File: src/rtl/lcd_cmd_scheduler.sv
// lcd_cmd_scheduler: queues host commands in a small FIFO and issues them to the
// LCD image controller one at a time, only while the controller is idle. A LOAD
// streams IMG_PIXELS pixels from the image memory. Every command then waits for
// FRAME_PIXELS controller output strobes before the next command may issue.
// Ports: host_cmd/_valid/_ready (push side), img_rd_en/_addr/_data (image memory),
//        lcd_cmd/_valid, lcd_datain, lcd_busy, lcd_output_valid (controller side),
//        sched_idle, frame_done, cmd_drop, timeout_err (status).
// Optional build macro LCD_SCHED_TIMEOUT_EN adds a watchdog on WAIT_FRAME that
// raises a sticky timeout_err. Without the macro, timeout_err is tied low.
// Latency: a push into an empty, idle scheduler issues two edges later.
// Backpressure: host_cmd_ready is low while the FIFO is full.
module lcd_cmd_scheduler #(
  parameter int FIFO_DEPTH     = 4,
  parameter int IMG_PIXELS     = 108,
  parameter int FRAME_PIXELS   = 16,
  parameter int TIMEOUT_CYCLES = 256
) (
  input  logic       clk,
  input  logic       reset,
  input  logic [3:0] host_cmd,
  input  logic       host_cmd_valid,
  output logic       host_cmd_ready,
  output logic       img_rd_en,
  output logic [6:0] img_rd_addr,
  input  logic [7:0] img_rd_data,
  output logic [3:0] lcd_cmd,
  output logic       lcd_cmd_valid,
  output logic [7:0] lcd_datain,
  input  logic       lcd_busy,
  input  logic       lcd_output_valid,
  output logic       sched_idle,
  output logic       frame_done,
  output logic       cmd_drop,
  output logic       timeout_err
);
  localparam int PW  = (FIFO_DEPTH > 1) ? $clog2(FIFO_DEPTH) : 1;
  localparam int CW  = PW + 1;
  localparam int FCW = $clog2(FRAME_PIXELS + 1);
  localparam logic [3:0] CMD_LOAD = 4'd0;
  localparam logic [3:0] CMD_MAX  = 4'd8;

  typedef enum logic [1:0] {S_IDLE, S_ISSUE, S_STREAM, S_WAIT} state_t;
  state_t r_state, w_state_nxt;

  logic [3:0]     r_mem [FIFO_DEPTH];
  logic [PW-1:0]  r_wr_ptr, r_rd_ptr;
  logic [CW-1:0]  r_count, w_count_nxt;
  logic           r_full, r_empty;
  logic           w_push, w_pop;
  logic [3:0]     w_head;
  logic           w_head_bad;
  logic [3:0]     r_cmd;
  logic [7:0]     r_addr;
  logic           r_rd_vld;
  logic [7:0]     r_datain;
  logic [FCW-1:0] r_frame_cnt;
  logic           w_frame_hit;
  logic           r_frame_done;
`ifdef LCD_SCHED_TIMEOUT_EN
  localparam int WDW = $clog2(TIMEOUT_CYCLES + 1);
  logic [WDW-1:0] r_wd_cnt;
  logic           r_timeout_err;
  logic           w_wd_hit;
`endif

  assign w_push         = host_cmd_valid && !r_full;
  assign w_head         = r_mem[r_rd_ptr];
  assign w_head_bad     = (w_head > CMD_MAX);
  assign host_cmd_ready = !r_full;
  assign sched_idle     = r_empty && (r_state == S_IDLE);
  assign frame_done     = r_frame_done;
  // The image memory output is already a register; it is forwarded in the cycle
  // it arrives and a local copy holds the last pixel once the stream stops.
  assign lcd_datain     = r_rd_vld ? img_rd_data : r_datain;

  always_comb begin
    w_count_nxt = r_count;
    case ({w_push, w_pop})
      2'b10:   w_count_nxt = r_count + CW'(1);
      2'b01:   w_count_nxt = r_count - CW'(1);
      default: w_count_nxt = r_count;
    endcase
  end

  always_ff @(posedge clk) begin
    if (w_push) r_mem[r_wr_ptr] <= host_cmd;
  end

  always_ff @(posedge clk or posedge reset) begin
    if (reset) begin
      r_state <= S_IDLE;
    end else begin
      r_state <= w_state_nxt;
    end
  end

  always_comb begin
    w_state_nxt   = r_state;
    lcd_cmd       = 4'd0;
    lcd_cmd_valid = 1'b0;
    img_rd_en     = 1'b0;
    img_rd_addr   = 7'd0;
    w_pop         = 1'b0;
    cmd_drop      = 1'b0;
    w_frame_hit   = 1'b0;
`ifdef LCD_SCHED_TIMEOUT_EN
    w_wd_hit      = 1'b0;
`endif
    case (r_state)
      S_IDLE: begin
        // Invalid codes never reach the controller, so they are discarded
        // without waiting for it to go idle.
        if (!r_empty) begin
          if (w_head_bad) begin
            w_pop    = 1'b1;
            cmd_drop = 1'b1;
          end else if (!lcd_busy) begin
            w_pop       = 1'b1;
            w_state_nxt = S_ISSUE;
          end
        end
      end
      S_ISSUE: begin
        lcd_cmd       = r_cmd;
        lcd_cmd_valid = 1'b1;
        if (r_cmd == CMD_LOAD) begin
          img_rd_en   = 1'b1;
          w_state_nxt = S_STREAM;
        end else begin
          w_state_nxt = S_WAIT;
        end
      end
      S_STREAM: begin
        // One extra cycle after the last address lets the final pixel reach
        // the controller before the frame wait starts.
        if (r_addr < 8'(IMG_PIXELS)) begin
          img_rd_en   = 1'b1;
          img_rd_addr = r_addr[6:0];
        end else begin
          w_state_nxt = S_WAIT;
        end
      end
      S_WAIT: begin
        if (lcd_output_valid && (r_frame_cnt == FCW'(FRAME_PIXELS - 1))) begin
          w_frame_hit = 1'b1;
          w_state_nxt = S_IDLE;
        end
`ifdef LCD_SCHED_TIMEOUT_EN
        else if (r_wd_cnt == WDW'(TIMEOUT_CYCLES - 1)) begin
          w_wd_hit    = 1'b1;
          w_state_nxt = S_IDLE;
        end
`endif
      end
      default: w_state_nxt = S_IDLE;
    endcase
  end

  always_ff @(posedge clk or posedge reset) begin
    if (reset) begin
      r_wr_ptr     <= '0;
      r_rd_ptr     <= '0;
      r_count      <= '0;
      r_full       <= 1'b0;
      r_empty      <= 1'b1;
      r_cmd        <= 4'd0;
      r_addr       <= 8'd0;
      r_rd_vld     <= 1'b0;
      r_datain     <= 8'd0;
      r_frame_cnt  <= '0;
      r_frame_done <= 1'b0;
    end else begin
      if (w_push) r_wr_ptr <= r_wr_ptr + PW'(1);
      if (w_pop)  r_rd_ptr <= r_rd_ptr + PW'(1);
      r_count <= w_count_nxt;
      r_full  <= (w_count_nxt == CW'(FIFO_DEPTH));
      r_empty <= (w_count_nxt == CW'(0));
      if (w_pop && !w_head_bad) r_cmd <= w_head;
      // ISSUE reads address 0, so the stream proper starts at 1.
      if (r_state == S_ISSUE)  r_addr <= 8'd1;
      else if (img_rd_en)      r_addr <= r_addr + 8'd1;
      r_rd_vld <= img_rd_en;
      if (r_rd_vld) r_datain <= img_rd_data;
      if (r_state != S_WAIT)        r_frame_cnt <= '0;
      else if (lcd_output_valid)    r_frame_cnt <= r_frame_cnt + FCW'(1);
      r_frame_done <= w_frame_hit;
    end
  end

`ifdef LCD_SCHED_TIMEOUT_EN
  always_ff @(posedge clk or posedge reset) begin
    if (reset) begin
      r_wd_cnt      <= '0;
      r_timeout_err <= 1'b0;
    end else begin
      if (r_state != S_WAIT) r_wd_cnt <= '0;
      else                   r_wd_cnt <= r_wd_cnt + WDW'(1);
      if (w_wd_hit) r_timeout_err <= 1'b1;
    end
  end
  assign timeout_err = r_timeout_err;
`else
  assign timeout_err = 1'b0;
`endif
endmodule

File: config.mk
export PLATFORM = sky130hd
export DESIGN_NAME = lcd_cmd_scheduler
export DESIGN_NICKNAME = d
export VERILOG_FILES = /design/src/rtl/lcd_cmd_scheduler.sv
export SDC_FILE = /design/constraint.sdc
export NUM_CORES = 1
export LEC_CHECK = 0
export CORE_MARGIN = 4
export CORE_UTILIZATION = 50
export DETAILED_ROUTE_END_ITERATION = 8
export DONT_BUFFER_PORTS = 1
export PLACE_DENSITY = 0.63
export SLEW_MARGIN = 20
export SYNTH_ARGS = -nofsm -noshare
export SYNTH_HDL_FRONTEND = slang
export SYNTH_SLANG_ARGS = --single-unit
export TNS_END_PERCENT = 1
File: constraint.sdc
create_clock -name clk -period 7.3 [get_ports clk]
set_clock_uncertainty 0.05 [all_clocks]
set_input_delay 2.19 -clock clk [delete_from_list [all_inputs] [get_ports clk]]
set_output_delay 2.19 -clock clk [all_outputs]
set_load 0.01 [all_outputs]
==> impl_metrics.tcl <==
set metrics [dict create \
    outcome "finished, final reports clean" \
    p_leak_nw 1.204 \
    drive_gt1_share_pct 12.75 \
    holdPathStages 1 \
    final_common_cell "dfrtp_1" \
    timing.fmax_mhz 211.5 \
    grtUsageTotal_pct 15.36 \
    syn_area_per_cell_um2 12.76 \
    cts_resized 0 \
    rows 25 \
    numClockSinks 54 \
    synth-async-reset-ratio_pct 70.37 \
    cts_tree "done" \
    criticalPathCategory "in -> out" \
    holdCritStartpoint "r_count[2]$_DFF_PP0_" \
    final_cell_mix "37 x dfrtp_1, 21 x and2_1, 16 x edfxtp_1, 14 x inv_1, 12 x ha_1" \
    num_vias 1483 \
    vias_per_cell 5.472 \
    ys_warn_count 0 \
    clock_latency_ns 0.30 \
    setup_violations 0 \
    die_area_um2 6340 \
    nets 233 \
    grt_overflow 0 \
    routabilityCongestion 0.7804 \
    hp-class "reg -> reg" \
    slew_headroom_pct 61.60 \
    ys_seq_area_share_pct 55.85 \
    reg2reg_to "r_full$_DFF_PP0_" \
    min_period_over_period_pct 64.76 \
    reg2regPathDepth 9 \
    min_period_ns 4.727 \
    drtIter0Drc 64 \
    start_util_pct 52.90 \
    irDropWorstVdd_mv 0.1459 \
    p_per_area_nw_per_um2 249.3 \
    path_cells "mux2_2" \
    critical-path-max-stage-delay_ns 0.30 \
    die_w_um 79.63 \
    ys_seq_elements 54 \
    syn_inst 201 \
    cts_buffers 5 \
    critPathBufInv 0 \
    hold_viol_final 0 \
    finalPower_uw 687.9 \
    path_clk_slew_ns 0.09 \
    wl_per_cell_um 16.00 \
    clockBufferDepth 2 \
    cap_violations 0 \
    grt_pass1_wl_um 7445 \
    cts_max_level 2 \
    worstSetupStartpoint "img_rd_data[1]" \
    rsz0062_at_grt "no" \
    fin_cells 271 \
    crit_arrival_ns 2.49 \
    diodes 0 \
    reg2reg_from "r_rd_ptr[0]$_DFFE_PP0N_" \
    hpwl_um 3358 \
    root_buffer "clkbuf_8" \
    startpoint_type "primary input" \
    grt_pass1_vias 1588 \
    first_pass_iters 4 \
    core_um2 4848 \
    grt_max_degree 24 \
    synth_area_um2 2565 \
    r2r_slack_ns 4.40 \
    cpLargestDelayFamily "multiplexers" \
    worst_slew_pin_slew_ns 0.5754 \
    drc 0 \
    area_growth_pct 7.561 \
    synth.distinct_cells 45 \
    synth_nets 231 \
    ant_nets 0 \
    cp_max_fo 2 \
    die_y_um 79.63 \
    worstPathRequired_ns 5.06 \
    placed_cells 263 \
    hold_end "r_count[2]$_DFF_PP0_" \
    post_cts_buffers 0 \
    synth_ff_type "dfrtp_1" \
    antenna_found_initial 0 \
    cts-hold-fix-buffers 0 \
    multiInputGateArea_um2 1042 \
    io_pins 43 \
    fin_setup_tns_ns 0 \
    cp-end-kind "output pin" \
    area.sequential_um2 1433 \
    synth_edf_count 16 \
    slew_violations 0 \
    io_buffers 0 \
    final.fill_count 393 \
    fin_util_pct 56.90 \
    wirelength_um 4335 \
    slowest_stage "mux2_2" \
]
-- power breakdown --
| part | switching, mW | internal, mW | total, mW |
|---|---|---|---|
| Clock | 0.0920 | 0.136 | 0.228 |
| Sequential | 0.0135 | 0.350 | 0.364 |
| Combinational | 0.0581 | 0.0386 | 0.0967 |
| Total | 0.164 | 0.524 | 0.688 |
-- worst max path at each step --
stage | endpoint | cells past startpoint
2_1_floorplan | lcd_datain[0] | 1
3_3_place_gp | lcd_datain[7] | 1
3_5_place_dp | lcd_datain[1] | 1
4_1_cts | lcd_datain[1] | 1
5_1_grt | lcd_datain[6] | 1
6_report | lcd_datain[1] | 1
-- metal layers --
layer  track usage, %  routed length, um  part of all wire, %
met5                0                  0                    0
met4            6.014                 96                  2.2
met3            4.176                208                  4.8
met2            27.71               2359                   54
met1            17.01               1671                   39
-- sequential cells by signal, indices dropped and copies added, names as in the netlist --
signal       flops
r_addr           8
frame_done       1
r_wr_ptr         2
r_datain         8
r_mem           16
r_rd_vld         1
r_state          2
r_empty          1
r_rd_ptr         2
r_count          3
r_full           1
r_cmd            4
r_frame_cnt      5
-- cell type report --
type | instances | area share [%]
Clock buffer | 5 | 2.494
Clock inverter | 3 | 2.313
Inverter | 14 | 1.905
Multi-Input combinational cell | 126 | 37.78
Sequential cell | 54 | 51.93
Tap cell | 67 | 3.039
Timing Repair Buffer | 2 | 0.5442
-- cells in the mapped netlist (all sizes together) (3+ instances only) --
library cell  number  area [um2]
a21oi              4       23.77
a22o               3       27.53
and2              21       131.4
and3               5       31.28
clkbuf             5       18.77
dfrtp             37       925.9
edfxtp            16       480.5
ha                12       150.1
inv               14       52.55
mux2               8       90.09
mux2i              4       40.04
mux4               4       93.84
nand2              7       26.28
nor2              11       41.29
nor2b              4       25.02
o211ai             5       37.54
xnor2              6       52.55
xor2               8       70.07
-- metrics by stage --
step           hold slack (ns)  setup WS, ns  area [um2]
2_1_floorplan           0.3962         2.587        2565
3_3_place_gp            0.4083         2.579        2626
5_1_grt                 0.4684         2.569        2759
3_5_place_dp            0.4129         2.570        2626
6_report                0.4271         2.573        2759
4_1_cts                 0.4281         2.570        2759
-- cell families after synthesis --
kind of cell,share of synthesized area (%)
AND/OR/NAND/NOR,12.78
flip-flops,55.85
AO/OA/AOI/OAI,7.561
buffers and inverters,3.512
multiplexers,8.732
XOR/XNOR,4.781
adder cells (fa/ha/maj),6.634
other,0.1462
Note: power is estimated with default switching activity, not from simulation.
